===== config.mk =====
export PLATFORM = sky130hd
export DESIGN_NAME = fetch_unit_flat
export DESIGN_NICKNAME = d
export VERILOG_FILES = /design/src/rtl/fetch_unit_if.sv /design/src/rtl/fetch_unit.sv /design/src/flat_wrapper.sv
export SDC_FILE = /design/constraint.sdc
export NUM_CORES = 1
export LEC_CHECK = 0
export CAP_MARGIN = 20
export CORE_ASPECT_RATIO = 2
export CORE_UTILIZATION = 50
export DETAILED_ROUTE_END_ITERATION = 10
export PLACE_DENSITY = 0.87
export SETUP_SLACK_MARGIN = 0.15
export SLEW_MARGIN = 25
export SYNTH_ARGS = -nofsm -noshare
export SYNTH_HDL_FRONTEND = slang
export SYNTH_SLANG_ARGS = --single-unit

===== constraint.sdc =====
create_clock -name clk -period 2.66 [get_ports clk]
set_input_delay 0.532 -clock clk [delete_from_list [all_inputs] [get_ports clk]]
set_output_delay 0.532 -clock clk [all_outputs]
set_load 0.005 [all_outputs]

===== src/rtl/fetch_unit_if.sv =====
// Instruction-fetch bus bundle: memory read port 0 plus the downstream pipeline handshake.
interface fetch_unit_if;
    logic [31:0] mem_raddr;
    logic [31:0] mem_rdata;
    logic        stall;
    logic        redirect;
    logic [31:0] redirect_pc;
    logic        out_valid;
    logic [31:0] out_inst;
    logic [31:0] out_pc;

    // Fetch unit side
    modport slave (
        output mem_raddr,
        output out_valid,
        output out_inst,
        output out_pc,
        input  mem_rdata,
        input  stall,
        input  redirect,
        input  redirect_pc
    );

    // Memory / pipeline side
    modport master (
        input  mem_raddr,
        input  out_valid,
        input  out_inst,
        input  out_pc,
        output mem_rdata,
        output stall,
        output redirect,
        output redirect_pc
    );
endinterface


===== src/rtl/fetch_unit.sv =====
// Instruction fetch stage: issues sequential reads to a fixed 2-cycle-latency
// memory port, tags them through a 2-stage pipeline and buffers returned words
// in an in-order queue. Issue is credit-based so returning data always has a slot.
module fetch_unit #(
    parameter logic [31:0] RESET_PC = 32'h0000_0000,
    parameter int unsigned DEPTH    = 4
) (
    input  logic         clk,
    input  logic         rst_n,
    fetch_unit_if.slave  bus
);
    localparam int unsigned CW = $clog2(DEPTH + 1);
    localparam int unsigned PW = $clog2(DEPTH);
    localparam int unsigned SW = CW + 1;

    typedef struct packed {
        logic [31:0] pc;
        logic [31:0] inst;
    } entry_t;

    entry_t          r_q [DEPTH];
    logic [PW-1:0]   r_wr_ptr;
    logic [PW-1:0]   r_rd_ptr;
    logic [CW-1:0]   r_count;
    logic [31:0]     r_pc;
    logic            r_t1_valid;
    logic [31:0]     r_t1_pc;
    logic            r_t2_valid;
    logic [31:0]     r_t2_pc;

    logic [SW-1:0]   w_occupancy;
    logic            w_issue;
    logic            w_push;
    logic            w_pop;
    logic            w_valid;
    entry_t          w_head;

    function automatic logic [PW-1:0] ptr_inc(input logic [PW-1:0] p);
        return (p == PW'(DEPTH - 1)) ? '0 : p + PW'(1);
    endfunction

    // Credit check counts queued words plus both in-flight tags; a same-cycle pop earns nothing.
    assign w_occupancy = SW'(r_count) + SW'(r_t1_valid) + SW'(r_t2_valid);
    assign w_issue     = (w_occupancy < SW'(DEPTH));
    assign w_push      = r_t2_valid;
    assign w_valid     = (r_count != '0);
    assign w_pop       = w_valid && !bus.stall;
    assign w_head      = r_q[r_rd_ptr];

    assign bus.mem_raddr = r_pc;
    assign bus.out_valid = w_valid;
    assign bus.out_inst  = w_valid ? w_head.inst : 32'h0;
    assign bus.out_pc    = w_valid ? w_head.pc   : 32'h0;

    // Fetch PC and read-tag pipeline; redirect squashes both tags and reloads the PC.
    always_ff @(posedge clk or negedge rst_n) begin
        if (!rst_n) begin
            r_pc       <= RESET_PC;
            r_t1_valid <= 1'b0;
            r_t1_pc    <= '0;
            r_t2_valid <= 1'b0;
            r_t2_pc    <= '0;
        end else if (bus.redirect) begin
            r_pc       <= bus.redirect_pc;
            r_t1_valid <= 1'b0;
            r_t2_valid <= 1'b0;
        end else begin
            r_t1_valid <= w_issue;
            r_t1_pc    <= r_pc;
            r_t2_valid <= r_t1_valid;
            r_t2_pc    <= r_t1_pc;
            if (w_issue) begin
                r_pc <= r_pc + 32'd4;
            end
        end
    end

    // Return-queue pointers and occupancy; redirect empties the queue.
    always_ff @(posedge clk or negedge rst_n) begin
        if (!rst_n) begin
            r_wr_ptr <= '0;
            r_rd_ptr <= '0;
            r_count  <= '0;
        end else if (bus.redirect) begin
            r_wr_ptr <= '0;
            r_rd_ptr <= '0;
            r_count  <= '0;
        end else begin
            if (w_push) begin
                r_wr_ptr <= ptr_inc(r_wr_ptr);
            end
            if (w_pop) begin
                r_rd_ptr <= ptr_inc(r_rd_ptr);
            end
            case ({w_push, w_pop})
                2'b10:   r_count <= r_count + CW'(1);
                2'b01:   r_count <= r_count - CW'(1);
                default: r_count <= r_count;
            endcase
        end
    end

    // Queue storage pairs returning data with the tag that requested it.
    always_ff @(posedge clk) begin
        if (w_push && !bus.redirect) begin
            r_q[r_wr_ptr] <= {r_t2_pc, bus.mem_rdata};
        end
    end

    // The credit rule must keep returning data from ever landing on a full queue.
    a_no_overflow: assert property (@(posedge clk) disable iff (!rst_n)
        !(w_push && (r_count == CW'(DEPTH))));

endmodule


===== src/flat_wrapper.sv =====
// flat-port wrapper written by rule: the top's interface ports become plain ports
module fetch_unit_flat 
#(
    parameter logic [31:0] RESET_PC = 32'h0000_0000,
    parameter int unsigned DEPTH    = 4
)
  (clk, rst_n, bus_mem_raddr, bus_out_valid, bus_out_inst, bus_out_pc, bus_mem_rdata, bus_stall, bus_redirect, bus_redirect_pc);
  fetch_unit_if bus_i ();
  input  logic clk;
  input  logic rst_n;
  output wire logic [$bits(bus_i.mem_raddr)-1:0] bus_mem_raddr;
  output wire logic [$bits(bus_i.out_valid)-1:0] bus_out_valid;
  output wire logic [$bits(bus_i.out_inst)-1:0] bus_out_inst;
  output wire logic [$bits(bus_i.out_pc)-1:0] bus_out_pc;
  input wire logic [$bits(bus_i.mem_rdata)-1:0] bus_mem_rdata;
  input wire logic [$bits(bus_i.stall)-1:0] bus_stall;
  input wire logic [$bits(bus_i.redirect)-1:0] bus_redirect;
  input wire logic [$bits(bus_i.redirect_pc)-1:0] bus_redirect_pc;
  assign bus_mem_raddr = bus_i.mem_raddr;
  assign bus_out_valid = bus_i.out_valid;
  assign bus_out_inst = bus_i.out_inst;
  assign bus_out_pc = bus_i.out_pc;
  assign bus_i.mem_rdata = bus_mem_rdata;
  assign bus_i.stall = bus_stall;
  assign bus_i.redirect = bus_redirect;
  assign bus_i.redirect_pc = bus_redirect_pc;
  fetch_unit #(.RESET_PC(RESET_PC), .DEPTH(DEPTH)) u_core (.clk(clk), .rst_n(rst_n), .bus(bus_i));
endmodule

==> flow_summary.json <==
{
  "status": "finished with violations",
  "violations": "negative setup slack",
  "post-route-util_pct": 65.41,
  "vias_per_cell": 5.506,
  "ff2ff_setup_slack_ns": 0.24,
  "yosysTopAreaCell": "edfxtp_1",
  "antenna_found_initial": 0,
  "seq_area_frac_synth_pct": 72.21,
  "clk_latency_ns": 0.55,
  "leakage_nw": 6.693,
  "setup_tns_ns": -2.800,
  "yosysTopAreaCellShare_pct": 53.81,
  "cts_buffers": 29,
  "fin_crit_sh_pct": 106.3,
  "tightest_slew_ns": 0.5514,
  "ir_worst_vdd_mv": 0.6089,
  "dp.cells": 1324,
  "finClkSkew_ns": 0.01546,
  "crit_arrival_ns": 2.29,
  "startpoint_type": "flip-flop",
  "critical_path_class": "flip-flop to output pin",
  "ys_warn_count": 0,
  "cts_tree": "built",
  "r2r_start": "u_core.r_t2_valid",
  "seq_area_um2": 10320,
  "area_growth_pct": 29.09,
  "final_max_slew_viol_count": 0,
  "vias": 7797,
  "h-tree-depth": 1,
  "critPathMaxFanout": 6,
  "rsz0062_at_grt": "yes",
  "first_iter_violations": 457,
  "clkSlewWorstSetupHoldPaths_ns": 0.07,
  "power_density_nw_per_um2": 909.3,
  "crit_required_ns": 2.13,
  "clock-sinks": 361,
  "hold_viol_final": 0,
  "synthCells": 807,
  "power_mw": 16.77,
  "hpwl_um": 18350,
  "period_needed_ns": 2.827,
  "synth_area_um2": 14280,
  "dieArea_um2": 29290,
  "synth-seq-cells": 361,
  "layout.nets": 1114,
  "layout_commonest_cell": "edfxtp_1",
  "gp_congestion": 0.8224,
  "pre_cts_ws_ns": 0.1718,
  "stdcell_count": 1416,
  "gr-total-overflow": 0,
  "grt.total_usage_pct": 22.26,
  "antenna_left": 0,
  "multiInputGateArea_um2": 3954,
  "dr.pass1.iters": 5,
  "yosys-top-cells-area": "edfxtp_1 (54%), dfrtp_1 (18%), mux4_2 (10%)",
  "fp.dieW_um": 121.5,
  "die_h_um": 241.0,
  "drc": 0,
  "stdcell_area_um2": 18440,
  "nFillCells": 1838,
  "rows": 87,
  "grt_max_degree": 131,
  "layout_common_cells": "edfxtp_1 (256), dfrtp_1 (102), clkdlybuf4s50_1 (97)",
  "port_buffers": 164,
  "grt_pass1_vias": 8373,
  "num_antenna_cells": 0,
  "slew_headroom_pct": 63.24,
  "fin_hold_ws_ns": 0.4773,
  "netlist-cell-type-count": 38,
  "avgSynthCellArea_um2": 17.70,
  "setup_viol": 52,
  "r2r-end": "u_core.bus.mem_raddr[31]",
  "placed_cell_area_um2": 16660,
  "initial_utilization_pct": 50.67,
  "max_freq_mhz": 353.7,
  "r2r_cells": 6,
  "hold_class": "input port to async pin",
  "cts-root-buf": "clkbuf_16",
  "timing.final.ws_setup_ns": -0.1670,
  "grt_pass1_wl_um": 47800,
  "drv_cap": 0,
  "wirelength_um": 31680,
  "clock_path_buffers": 3,
  "drive_gt1_share_pct": 35.38,
  "synth_nets": 883,
  "routedWlPerCell_um": 22.37,
  "io_pins": 165,
  "core_area_um2": 28190,
  "cp-end-kind": "output pin"
}
[registers in the layout (all words and copies together), names as in the netlist]
signal	count
u_core.r_t1_valid	1
u_core.bus.mem_raddr	32
u_core.r_t2_valid	1
u_core.r_t2_pc	32
u_core.r_wr_ptr	2
u_core.r_q	256
u_core.r_rd_ptr	2
u_core.r_count	3
u_core.r_t1_pc	32
[cells by family after synthesis]
kind of cell / after synthesis / synth area share, %
DFF: 361 / 72.21
xor gates and xnor gates: 28 / 1.717
muxes: 127 / 15.02
buffers and inverters: 48 / 1.296
and+or+nand+nor: 188 / 7.156
AOI/OAI and AO/OA: 47 / 1.848
adders and majority gates: 8 / 0.7532
[layout make-up]
| cell class | instances | share of cell area (%) |
|---|---|---|
| clock inverter | 6 | 0.2918 |
| multi-input combinational | 398 | 21.44 |
| sequential | 361 | 55.97 |
| timing repair buffer | 239 | 14.99 |
| clock buffer | 47 | 4.709 |
| tap | 356 | 2.416 |
| inverter | 9 | 0.1832 |
[timing repair]
action,in CTS,in global routing
resized for setup,357,39
setup buffers,24,3
hold buffers,1,0
pin swaps,48,8
endpoints found under the setup margin,65,65
cloned,11,0
hold endpoints to repair,24,0
[metal layers]
layer  wire (µm)  share of wire, %  GRT usage, %  vias up
li1            -                 -             -     3535
met1       11140                35         24.82     3955
met2       17930                57         41.44      236
met3        1053               3.3         1.938       71
met4        1552               4.9         11.78        0
met5           0                 0             0        -
[cell usage after synthesis (all sizes together)]
library cell  number
edfxtp           256
dfrtp            105
and2              65
mux4              64
mux2              59
nand2             53
o21ai             32
clkbuf            30
xnor2             21
nand3             14
nor2              12
and3              11
buf                9
inv                9
nor3               9
nor4               9
ha                 7
xor2               7
or4                5
a21oi              4
and4               4
mux2i              4
a31oi              3
nand4              3
o31ai              3
a2111o             1
a211o              1
a211oi             1
a21o               1
fa                 1
nand3b             1
nor2b              1
o21a               1
or3                1
[where the power goes]
part	switching, mW	internal [mW]
logic	2.13	3.54
clock network	1.87	2.32
registers	0.348	6.56
[worst max-delay path by stage]
stage / from / to / slack [ns] / depth (start not counted)
4_1_cts: u_core.r_rd_ptr[0] / bus_out_inst[31] / -0.18 / 7
3_3_place_gp: u_core.r_t2_valid / u_core.bus.mem_raddr[31] / 0.18 / 6
5_1_grt: u_core.r_rd_ptr[0] / bus_out_inst[31] / -0.22 / 7
6_report: u_core.r_rd_ptr[0] / bus_out_inst[31] / -0.17 / 7
2_1_floorplan: bus_redirect / u_core.r_q[0][0] / 0.25 / 4
3_5_place_dp: u_core.r_t2_valid / u_core.bus.mem_raddr[31] / 0.17 / 6
[critical path: stages, from the launching register on]
cell and delay [ns]:
dfrtp_4 0.51, buf_6 0.13, buf_12 0.13, buf_12 0.13, buf_16 0.14, mux4_2 0.41
and2_4 0.17, buf_6 0.10
No activity file was read; power rests on OpenSTA's default activity.
